File: src/rtl/counter_pkg.sv
// rtl/counter_pkg.sv - shared defaults and types for the decade counter digit
package counter_pkg;

    localparam int DEFAULT_WIDTH     = 4;
    localparam int DEFAULT_MAX_COUNT = 9;

    typedef logic [DEFAULT_WIDTH-1:0] cnt_t;

endpackage

File: src/rtl/counter_0_to_9.sv
// rtl/counter_0_to_9.sv - modulo-(MAX_COUNT+1) up-counter digit with registered valid flag
// Optional terminal-count output tc enabled by COUNTER_0_TO_9_TC_EN.
module counter_0_to_9
    import counter_pkg::*;
#(
    parameter int WIDTH     = DEFAULT_WIDTH,
    parameter int MAX_COUNT = DEFAULT_MAX_COUNT
) (
    input  logic             clk,
    input  logic             rst,
    input  logic             en,
    output logic [WIDTH-1:0] cnt,
    output logic             vld
`ifdef COUNTER_0_TO_9_TC_EN
    ,
    output logic             tc
`endif
);

    localparam logic [WIDTH-1:0] LAST = WIDTH'(MAX_COUNT);

    logic [WIDTH-1:0] cnt_next;

    // Values above LAST are treated like LAST so a corrupted state recovers to 0.
    always_comb begin
        cnt_next = cnt;
        if (en) begin
            cnt_next = (cnt >= LAST) ? '0 : cnt + WIDTH'(1);
        end
    end

    always_ff @(posedge clk or posedge rst) begin
        if (rst) begin
            cnt <= '0;
            vld <= 1'b0;
        end else begin
            cnt <= cnt_next;
            vld <= en;
        end
    end

`ifdef COUNTER_0_TO_9_TC_EN
    // Combinational on en so the next digit's enable sees the carry in the same cycle.
    assign tc = !rst && en && (cnt == LAST);
`endif

endmodule

File: config.mk
export PLATFORM = sky130hd
export DESIGN_NAME = counter_0_to_9
export DESIGN_NICKNAME = d
export VERILOG_FILES = /design/src/rtl/counter_pkg.sv /design/src/rtl/counter_0_to_9.sv
export SDC_FILE = /design/constraint.sdc
export NUM_CORES = 1
export LEC_CHECK = 0
export CORE_AREA = 2 2 39 41
export DETAILED_ROUTE_END_ITERATION = 8
export DIE_AREA = 0 0 41 43
export DONT_BUFFER_PORTS = 1
export PLACE_DENSITY = 0.38
export SLEW_MARGIN = 40
export SYNTH_ARGS = -nofsm -noshare
export SYNTH_HDL_FRONTEND = slang
export SYNTH_SLANG_ARGS = --single-unit
File: constraint.sdc
create_clock -name clk -period 1.4 [get_ports clk]
set_clock_uncertainty 0.2 [all_clocks]
set_input_delay 0.14 -clock clk [delete_from_list [all_inputs] [get_ports clk]]
set_output_delay 0.14 -clock clk [all_outputs]
set_load 0.02 [all_outputs]
; Yosys cells after proc, flatten, opt, wreduce, memory -nomap -nowiden
; Index checks and enable logic that the tools add are counted.
[classes]
n_addsub = 1
magnitude_cmp = 1
muxes = 1
[ops]
columns = op, count
row1 = 4-bit by 1-bit adder with 4-bit output (second input constant), 1
row2 = 4-bit >= comparator (second input constant), 1
row3 = 4-bit two-way mux, 1
[totals]
reg_bits = 5
input_bits = 3
wordCells = 5

; Depth between registers and ports, before layout
; Gate-level depths: netlist of run 1.
[logic_depth]
depth_word = 2
ltp_mapped = 5

; Worst setup path before layout of run 1
; No wires, ideal clock.
[synth_timing]
path_kind = register -> register
start = reg cnt[1]
end = reg cnt[2]
setup_time_ps = 96
arrival_time_ps = 1121
required_ps = 1104
setup_slack_ps = -17
path_stages_with_launch = 6
period_less_slack_ps = 1417
cell_sequence = dfrtp_1 -> inv_1 -> ha_1 -> nor2_2 -> a21boi_2 -> o31ai_1
[synth_via]
elab_chain_cells = 2
word_cells_on_any_way = 3
classes_between = add/sub: 1 / order compare: 1 / mux: 1
[synth_rtl]
columns = item, line_no
row1 = "start, declared", counter_0_to_9.sv:12  ; output logic [WIDTH-1:0] cnt,
row2 = "start signal, assigned", counter_0_to_9.sv:37  ; cnt <= cnt_next;
row3 = 4-bit by 1-bit adder with 4-bit output / 4-bit >= comparator (equally long branches), counter_0_to_9.sv:28  ; cnt_next = (cnt >= LAST) ? '0 : cnt + WIDTH'(1);
row4 = 4-bit two-way mux *, counter_0_to_9.sv:28
; Mark *: on every way between the ends. The rest lies on a longest branch, timed or not.
; A chain may end at the register's enable or synchronous reset.

; Worst setup path after layout of run 1
[layout_timing]
start = reg cnt[0]
end = reg cnt[3]
; Same word-level chain as after synthesis.

==> load_flow_metrics.sql, run 1 <==
INSERT INTO impl_metrics (metric_group, metric, value, unit) VALUES
('outcome', 'result_of_the_run', 'finished, final reports clean', ''),
('timing', 'setup_tns', '0', 'ns'),
('drt', 'post_drt_wl_per_cell', '10.20', 'um'),
('timing', 'setup_repair_after_global_routing_missed_its_margin', 'yes', ''),
('setup_path', 'crit_path_cell_trace', 'inv_1 -> ha_1 -> a21boi_2 -> a21oi_1', ''),
('pwr', 'power.share.sequential', '32.4', '%'),
('clock_tree', 'cts_tree', 'built', ''),
('final_layout', 'nets', '42', ''),
('setup_path', 'crit_path_max_fanout', '5', ''),
('logic_synthesis', 'synth_seq_cells', '5', ''),
('drt', 'vias_per_cell', '4.020', ''),
('logic_synthesis', 'synth_cells', '24', ''),
('setup_path', 'cp.buffers_inverters', '1', ''),
('place', 'placement.setup.worst_slack', '0.05526', 'ns'),
('logic_synthesis', 'number_of_library_cell_types_mapped_by_synthesis', '12', ''),
('clock_tree', 'cts_buffers', '3', ''),
('logic_synthesis', 'synth_top_family_by_area', 'compound AO/OA/AOI/OAI gates', ''),
('setup_path', 'endpoint_required_time_on_the_critical_path', '1.31', 'ns'),
('die', 'die-height', '43', 'um'),
('drt', 'drt_iter0_drc', '1', ''),
('logic_synthesis', 'synth_top_cell_by_area', 'sky130_fd_sc_hd__dfrtp_1', ''),
('logic_synthesis', 'synth.area.mux_share', '0', '%'),
('clock_tree', 'cts_root_buffer', 'sky130_fd_sc_hd__clkbuf_4', ''),
('timing', 'final-max-slew-violation-count', '0', ''),
('logic_synthesis', 'synth_compound_gate_area_share', '19.50', '%'),
('place', 'portBuffers', '0', ''),
('final_layout', 'layout_overhead_on_the_synthesized_area', '45.00', '%'),
('pwr', 'clockPowerShare', '20.2', '%'),
('die', 'initial_utilization', '18.08', '%'),
('logic_synthesis', 'synth-simple-area-share', '11.00', '%'),
('pwr', 'vdd_drop_max', '0.5096', 'mV'),
('timing', 'slew-limit-headroom', '79.51', '%'),
('place', 'placer_congestion_estimate', '0.7501', ''),
('global_route', 'grt_first_pass_wirelength', '897', 'um'),
('timing', 'final_worst_setup_slack', '0.07136', 'ns'),
('logic_synthesis', 'synthXorXnorAreaFrac', '0', '%'),
('die', 'chipWidth', '41', 'um'),
('die', 'boundaryPins', '8', ''),
('final_layout', 'fill_cells', '161', ''),
('final_layout', 'proportion_of_layout_cells_with_a_drive_suffix_above_1', '40.00', '%'),
('setup_path', 'critical_path.top_delay_family', 'flip-flops', ''),
('pwr', 'switchingPower', '0.3374', 'mW'),
('setup_path', 'worst-setup-path-type', 'reg -> reg', ''),
('global_route', 'grt_antenna_before_repair', '0', ''),
('timing', 'setup_viol', '0', ''),
('setup_path', 'critical_path_arrival', '1.24', 'ns'),
('place', 'placement.cell_area', '309.0', 'sq um'),
('logic_synthesis', 'postSynthNetCount', '30', ''),
('setup_path', 'critPathLaunchType', 'flop', ''),
('job', 'drv_cap', '0', ''),
('pwr', 'powerDensity', '2296', 'nW/um^2'),
('pwr', 'leakage', '0.1701', 'nW'),
('timing', 'fmax', '752.7', 'MHz'),
('drt', 'pre_antenna_drt_iters', '2', ''),
('logic_synthesis', 'postSynthAreaPerCell', '10.43', 'sq um'),
('final_layout', 'final_instance_area', '362.8', 'sq um'),
('timing', 'layout_worst_path_cycle_share', '94.90', '%'),
('logic_synthesis', 'yosysSeqAreaShare', '50.00', '%'),
('global_route', 'global_route.usage.total', '8.459', '%'),
('global_route', 'grt_remaining_overflow', '0', ''),
('timing', 'hold_violations', '0', ''),
('timing', 'worst_slew_pin_slew', '0.3064', 'ns'),
('logic_synthesis', 'mappedNetlistArea', '250.2', 'sq um'),
('clock_tree', 'numClockSinks', '5', ''),
('drt', 'antenna_violating_nets_left', '0', ''),
('place', 'dpl.cell_count', '45', ''),
('timing', 'final.min_clock_period', '1.329', 'ns'),
('die', 'die_area', '1763', 'sq um'),
('clock_tree', 'clock_insertion_delay_worst_skew', '0.24', 'ns'),
('place', 'place.detailed.hpwl', '378.3', 'um'),
('clock_tree', 'clkTransAtPathRegs', '0.04', 'ns');
-- routing by layer --
metal  up-vias  track usage (%)  wire, um
li1        104                -         -
met1        96            10.39       248
met2         5            9.688       239
met3         0            9.424        32
met4         0            2.000         0
met5         -                0         0
-- how the worst max path moves through the flow --
stage,start,endpoint,slack [ns],cells past startpoint
floorplan,cnt[0],cnt[0],0.01,4
global placement,cnt[0],cnt[0],0.05,4
detailed placement,cnt[0],cnt[0],0.06,4
CTS,cnt[0],cnt[0],0.05,4
global route,cnt[0],cnt[3],-0.01,4
finish,cnt[0],cnt[3],0.07,4
-- sequential cells by signal (all words and copies together), names as in the netlist --
signal and cells:
vld 1, cnt 4
-- layout by cell type (no fill, tap or decap) --
master,n
sky130_fd_sc_hd__dlygate4sd3_1,2
sky130_fd_sc_hd__a41oi_1,1
sky130_fd_sc_hd__dfrtp_2,2
sky130_fd_sc_hd__a21oi_1,1
sky130_fd_sc_hd__buf_4,5
sky130_fd_sc_hd__nand2b_1,1
sky130_fd_sc_hd__inv_2,1
sky130_fd_sc_hd__o21ai_1,1
sky130_fd_sc_hd__clkbuf_4,3
sky130_fd_sc_hd__nor2_2,1
sky130_fd_sc_hd__o31ai_1,1
sky130_fd_sc_hd__o22ai_2,1
sky130_fd_sc_hd__nand2_1,4
sky130_fd_sc_hd__clkbuf_1,1
sky130_fd_sc_hd__o21ai_0,1
sky130_fd_sc_hd__ha_1,3
sky130_fd_sc_hd__dfrtp_1,3
sky130_fd_sc_hd__inv_1,2
sky130_fd_sc_hd__a21boi_2,1
-- through the flow --
stage                     utilization (%)  hold WS (ns)
after detailed placement            22.33       -0.2474
after CTS                           25.68       0.04150
after global routing                26.22       0.06189
after global placement              22.33       -0.2540
after floorplan                         -       -0.2815
final                               26.22       0.05127
-- power by group through the flow --
stage | Combinational (mW) | Sequential (mW) | Clock, mW
floorplan | 0.162 | 0.330 | 0
global placement | 0.372 | 0.268 | 0
detailed placement | 0.372 | 0.265 | 0
CTS | 0.381 | 0.265 | 0.181
global route | 0.447 | 0.279 | 0.200
finish | 0.395 | 0.270 | 0.168
-- cells in the mapped netlist --
| master | n |
|---|---|
| sky130_fd_sc_hd__a21boi_2 | 1 |
| sky130_fd_sc_hd__a21oi_1 | 1 |
| sky130_fd_sc_hd__a41oi_1 | 1 |
| sky130_fd_sc_hd__dfrtp_1 | 5 |
| sky130_fd_sc_hd__ha_1 | 3 |
| sky130_fd_sc_hd__inv_1 | 3 |
| sky130_fd_sc_hd__nand2_1 | 4 |
| sky130_fd_sc_hd__nand2b_1 | 1 |
| sky130_fd_sc_hd__nor2_2 | 1 |
| sky130_fd_sc_hd__o21ai_0 | 2 |
| sky130_fd_sc_hd__o22ai_1 | 1 |
| sky130_fd_sc_hd__o31ai_1 | 1 |
-- cells by family after synthesis --
kind of cell	count (synthesis)
simple gates	6
buf+inv	3
flops	5
compound gates	7
fa+ha+maj	3
-- worst register-to-register path, stage by stage (launching register included) --
cell	delay, ns
sky130_fd_sc_hd__dfrtp_2	0.40
sky130_fd_sc_hd__inv_1	0.07
sky130_fd_sc_hd__ha_1	0.20
sky130_fd_sc_hd__a21boi_2	0.23
sky130_fd_sc_hd__a21oi_1	0.10
-- layout make-up --
cell class | count | area share, %
Clock buffer | 4 | 7.241
Multi-Input combinational cell | 16 | 33.10
Tap cell | 16 | 5.517
Sequential cell | 5 | 35.17
Timing Repair Buffer | 7 | 15.86
Inverter | 3 | 3.103
-- timing repair --
action | 4_1_cts | 5_1_grt
hold buffers | 2 | 0
setup buffers | 0 | 0
resized for setup | 0 | 4
endpoints found under the hold margin | 10 | 0
setup endpoints to repair | 0 | 4
No activity file was read; power rests on OpenSTA's default activity.
==> run 2: changes to the inputs <==
--- a/config.mk
+++ b/config.mk
@@ -5,6 +5,7 @@
 export SDC_FILE = /design/constraint.sdc
 export NUM_CORES = 1
 export LEC_CHECK = 0
+export ABC_CLOCK_PERIOD_IN_PS = 1300
 export CORE_AREA = 2 2 39 41
 export DETAILED_ROUTE_END_ITERATION = 8
 export DIE_AREA = 0 0 41 43
==> constraint.sdc (replaced) <==
create_clock -name clk -period 1.3 [get_ports clk]
set_clock_uncertainty 0.2 [all_clocks]
set_input_delay 0.13 -clock clk [delete_from_list [all_inputs] [get_ports clk]]
set_output_delay 0.13 -clock clk [all_outputs]
set_load 0.02 [all_outputs]
==> load_flow_metrics.sql, run 2 (same netlist as run 1, synthesis figures left out) <==
INSERT INTO impl_metrics (metric_group, metric, value, unit) VALUES
('outcome', 'result_of_the_run', 'complete, but fails checks', ''),
('outcome', 'violations', 'negative setup slack', ''),
('pwr', 'clockPowerShare', '16.8', '%'),
('drt', 'finalWirelength', '530', 'um'),
('setup_path', 'crit_path_cell_trace', 'inv_2 -> ha_4 -> a21boi_4 -> o22ai_2', ''),
('drt', 'pre_antenna_drt_iters', '1', ''),
('pwr', 'switchingPower', '0.4390', 'mW'),
('clock_tree', 'clkTransAtPathRegs', '0.04', 'ns'),
('setup_path', 'critPathLaunchType', 'flop', ''),
('global_route', 'grt_remaining_overflow', '0', ''),
('global_route', 'global_route.usage.total', '7.538', '%'),
('setup_path', 'cp.buffers_inverters', '1', ''),
('final_layout', 'instances_no_fill', '52', ''),
('setup_path', 'rr_worst_depth', '4', ''),
('global_route', 'pin_count_of_the_biggest_net_entering_global_routing', '10', ''),
('die', 'die-height', '43', 'um'),
('clock_tree', 'clockBufferDepth', '2', ''),
('clock_tree', 'clock_insertion_delay_worst_skew', '0.24', 'ns'),
('place', 'place.detailed.hpwl', '369.7', 'um'),
('die', 'boundaryPins', '8', ''),
('setup_path', 'worst-setup-path-type', 'reg -> reg', ''),
('global_route', 'first_global_vias', '208', ''),
('timing', 'final_worst_setup_slack', '-0.0003413', 'ns'),
('clock_tree', 'ctsHtreeMaxLevel', '1', ''),
('clock_tree', 'cts_buffers', '3', ''),
('final_layout', 'proportion_of_layout_cells_with_a_drive_suffix_above_1', '52.78', '%'),
('final_layout', 'fill_cells', '146', ''),
('drt', 'antenna_violating_nets_left', '0', ''),
('timing', 'fmax', '769.0', 'MHz'),
('pwr', 'vdd_drop_max', '0.4120', 'mV'),
('pwr', 'powerDensity', '2555', 'nW/um^2'),
('final_layout', 'layout.cells.most_common_list', 'sky130_fd_sc_hd__buf_4 (6), sky130_fd_sc_hd__nand2_1 (4), sky130_fd_sc_hd__clkbuf_4 (3), sky130_fd_sc_hd__dfrtp_1 (3)', ''),
('setup_path', 'endpoint_required_time_on_the_critical_path', '1.21', 'ns'),
('setup_path', 'crit_path_max_incr_delay', '0.44', 'ns'),
('place', 'portBuffers', '0', ''),
('die', 'row_count', '14', ''),
('die', 'initial_utilization', '18.08', '%'),
('drt', 'post_drt_wl_per_cell', '10.19', 'um'),
('final_layout', 'nets', '43', ''),
('final_layout', 'largest_register_ff_count', '4', ''),
('timing', 'worst_slew_pin_slew', '0.3159', 'ns'),
('pwr', 'combinationalPowerShare', '52.9', '%'),
('timing', 'setup_viol', '1', ''),
('timing', 'setup_tns', '-0.0003413', 'ns'),
('global_route', 'grt_first_pass_wirelength', '821', 'um'),
('setup_path', 'end_kind', 'flop', ''),
('setup_path', 'timing.critical_path.slowest_stage_cell', 'sky130_fd_sc_hd__dfrtp_2', ''),
('die', 'die_area', '1763', 'sq um'),
('die', 'core_outline_area', '1384', 'sq um'),
('clock_tree', 'cts_root_buffer', 'sky130_fd_sc_hd__clkbuf_4', ''),
('timing', 'slew-limit-headroom', '78.87', '%'),
('pwr', 'power.share.sequential', '30.3', '%'),
('clock_tree', 'cts_tree', 'built', ''),
('timing', 'final-max-slew-violation-count', '0', ''),
('drt', 'drt_iter0_drc', '0', ''),
('setup_path', 'critical_path.top_delay_family', 'flip-flops', ''),
('pwr', 'power.switching_fraction', '41.50', '%'),
('global_route', 'grt_antenna_before_repair', '0', ''),
('place', 'placement.cell_area', '325.3', 'sq um'),
('setup_path', 'crit_path_max_fanout', '6', ''),
('final_layout', 'largest_registers', 'cnt: 4 flops, vld: 1 flops', ''),
('timing', 'final.min_clock_period', '1.300', 'ns'),
('job', 'drv_cap', '0', ''),
('drt', 'via_count', '217', ''),
('clock_tree', 'numClockSinks', '5', ''),
('setup_path', 'timing.critical_path.from', 'cnt[0]', ''),
('die', 'chipWidth', '41', 'um'),
('final_layout', 'antenna_diode_count', '0', ''),
('drt', 'vias_per_cell', '4.173', ''),
('timing', 'setup_repair_after_global_routing_missed_its_margin', 'yes', ''),
('setup_path', 'critical_path_arrival', '1.21', 'ns'),
('setup_path', 'critical_path_cell_count', '4', ''),
('pwr', 'power.internal', '0.6189', 'mW'),
('final_layout', 'final_instance_area', '414.1', 'sq um'),
('min_path', 'timing.hold.worst.class', 'in -> async', ''),
('setup_path', 'worstReg2RegEnd', 'cnt[1]', ''),
('pwr', 'leakage', '0.1790', 'nW'),
('timing', 'hold_violations', '0', ''),
('setup_path', 'crit_end', 'cnt[1]', ''),
('place', 'dpl.cell_count', '45', ''),
('timing', 'layout_worst_path_cycle_share', '100.0', '%'),
('place', 'placer_congestion_estimate', '0.6186', ''),
('setup_path', 'reg2reg_slack', '-0.0003', 'ns'),
('final_layout', 'layout_overhead_on_the_synthesized_area', '65.50', '%'),
('drt', 'post-route-drc-count', '0', ''),
('final_layout', 'layout.cells.most_common', 'sky130_fd_sc_hd__buf_4', ''),
('setup_path', 'reg2reg_from', 'cnt[0]', ''),
('final_layout', 'registers.top_by_ff_count', 'cnt', '');
run 2: power groups by stage:
stage,registers [mW],logic (mW),clock network [mW]
after CTS,0.316,0.483,0.187
after global placement,0.311,0.421,0
after floorplan,0.372,0.196,0
after detailed placement,0.311,0.422,0
after global routing,0.334,0.621,0.201
final,0.321,0.560,0.178
run 2: stage by stage:
| step | power [mW] | util [%] | setup WS [ns] | hold WS, ns |
|---|---|---|---|---|
| final | 1.058 | 29.93 | -0.0003413 | 0.02580 |
| after global placement | 0.7325 | 23.51 | -0.004373 | -0.2752 |
| after global routing | 1.156 | 29.93 | -0.05514 | 0.04172 |
| after floorplan | 0.5684 | - | 0.01912 | -0.2916 |
| after detailed placement | 0.7327 | 23.51 | -0.007407 | -0.2682 |
| after CTS | 0.9866 | 27.76 | 0.003663 | 0.03086 |
run 2: worst min-delay path by stage:
stage | end | slack, ns | cells after the start
finish | vld | 0.03 | 2
global route | vld | 0.04 | 2
floorplan | cnt[2] | -0.29 | 1
global placement | vld | -0.28 | 1
detailed placement | vld | -0.27 | 1
CTS | vld | 0.03 | 2
run 2: routing by layer:
layer / vias to the layer above / GRT usage [%] / routed length, um
met5: - / 0 / 0
met4: 0 / 12.00 / 0
met3: 0 / 0 / 18
met2: 4 / 10.63 / 331
met1: 107 / 7.419 / 180
li1: 106 / - / -
run 2: area by class of cell:
type                            instances  area (sq um)  share of cell area, %
Timing Repair Buffer                    8         65.06                  15.71
Multi-Input combinational cell         16         161.4                  38.97
Inverter                                3         13.76                  3.323
Sequential cell                         5         127.6                  30.82
Tap cell                               16         20.02                  4.834
Clock buffer                            4         26.28                  6.344
run 2: worst register-to-register path: cells and delay by family, from the launching register on:
family	cells	cell delay, ns
flops	1	0.44
compound gates	2	0.30
fa+ha+maj	1	0.16
buf+inv	1	0.08
run 2: repair_timing:
action / in CTS / in global routing
pin swaps: 1 / 5
resized for setup: 2 / 4
hold buffers: 2 / 0
buffers inserted: 0 / 1
hold endpoints to repair: 10 / 0
setup endpoints to repair: 4 / 5
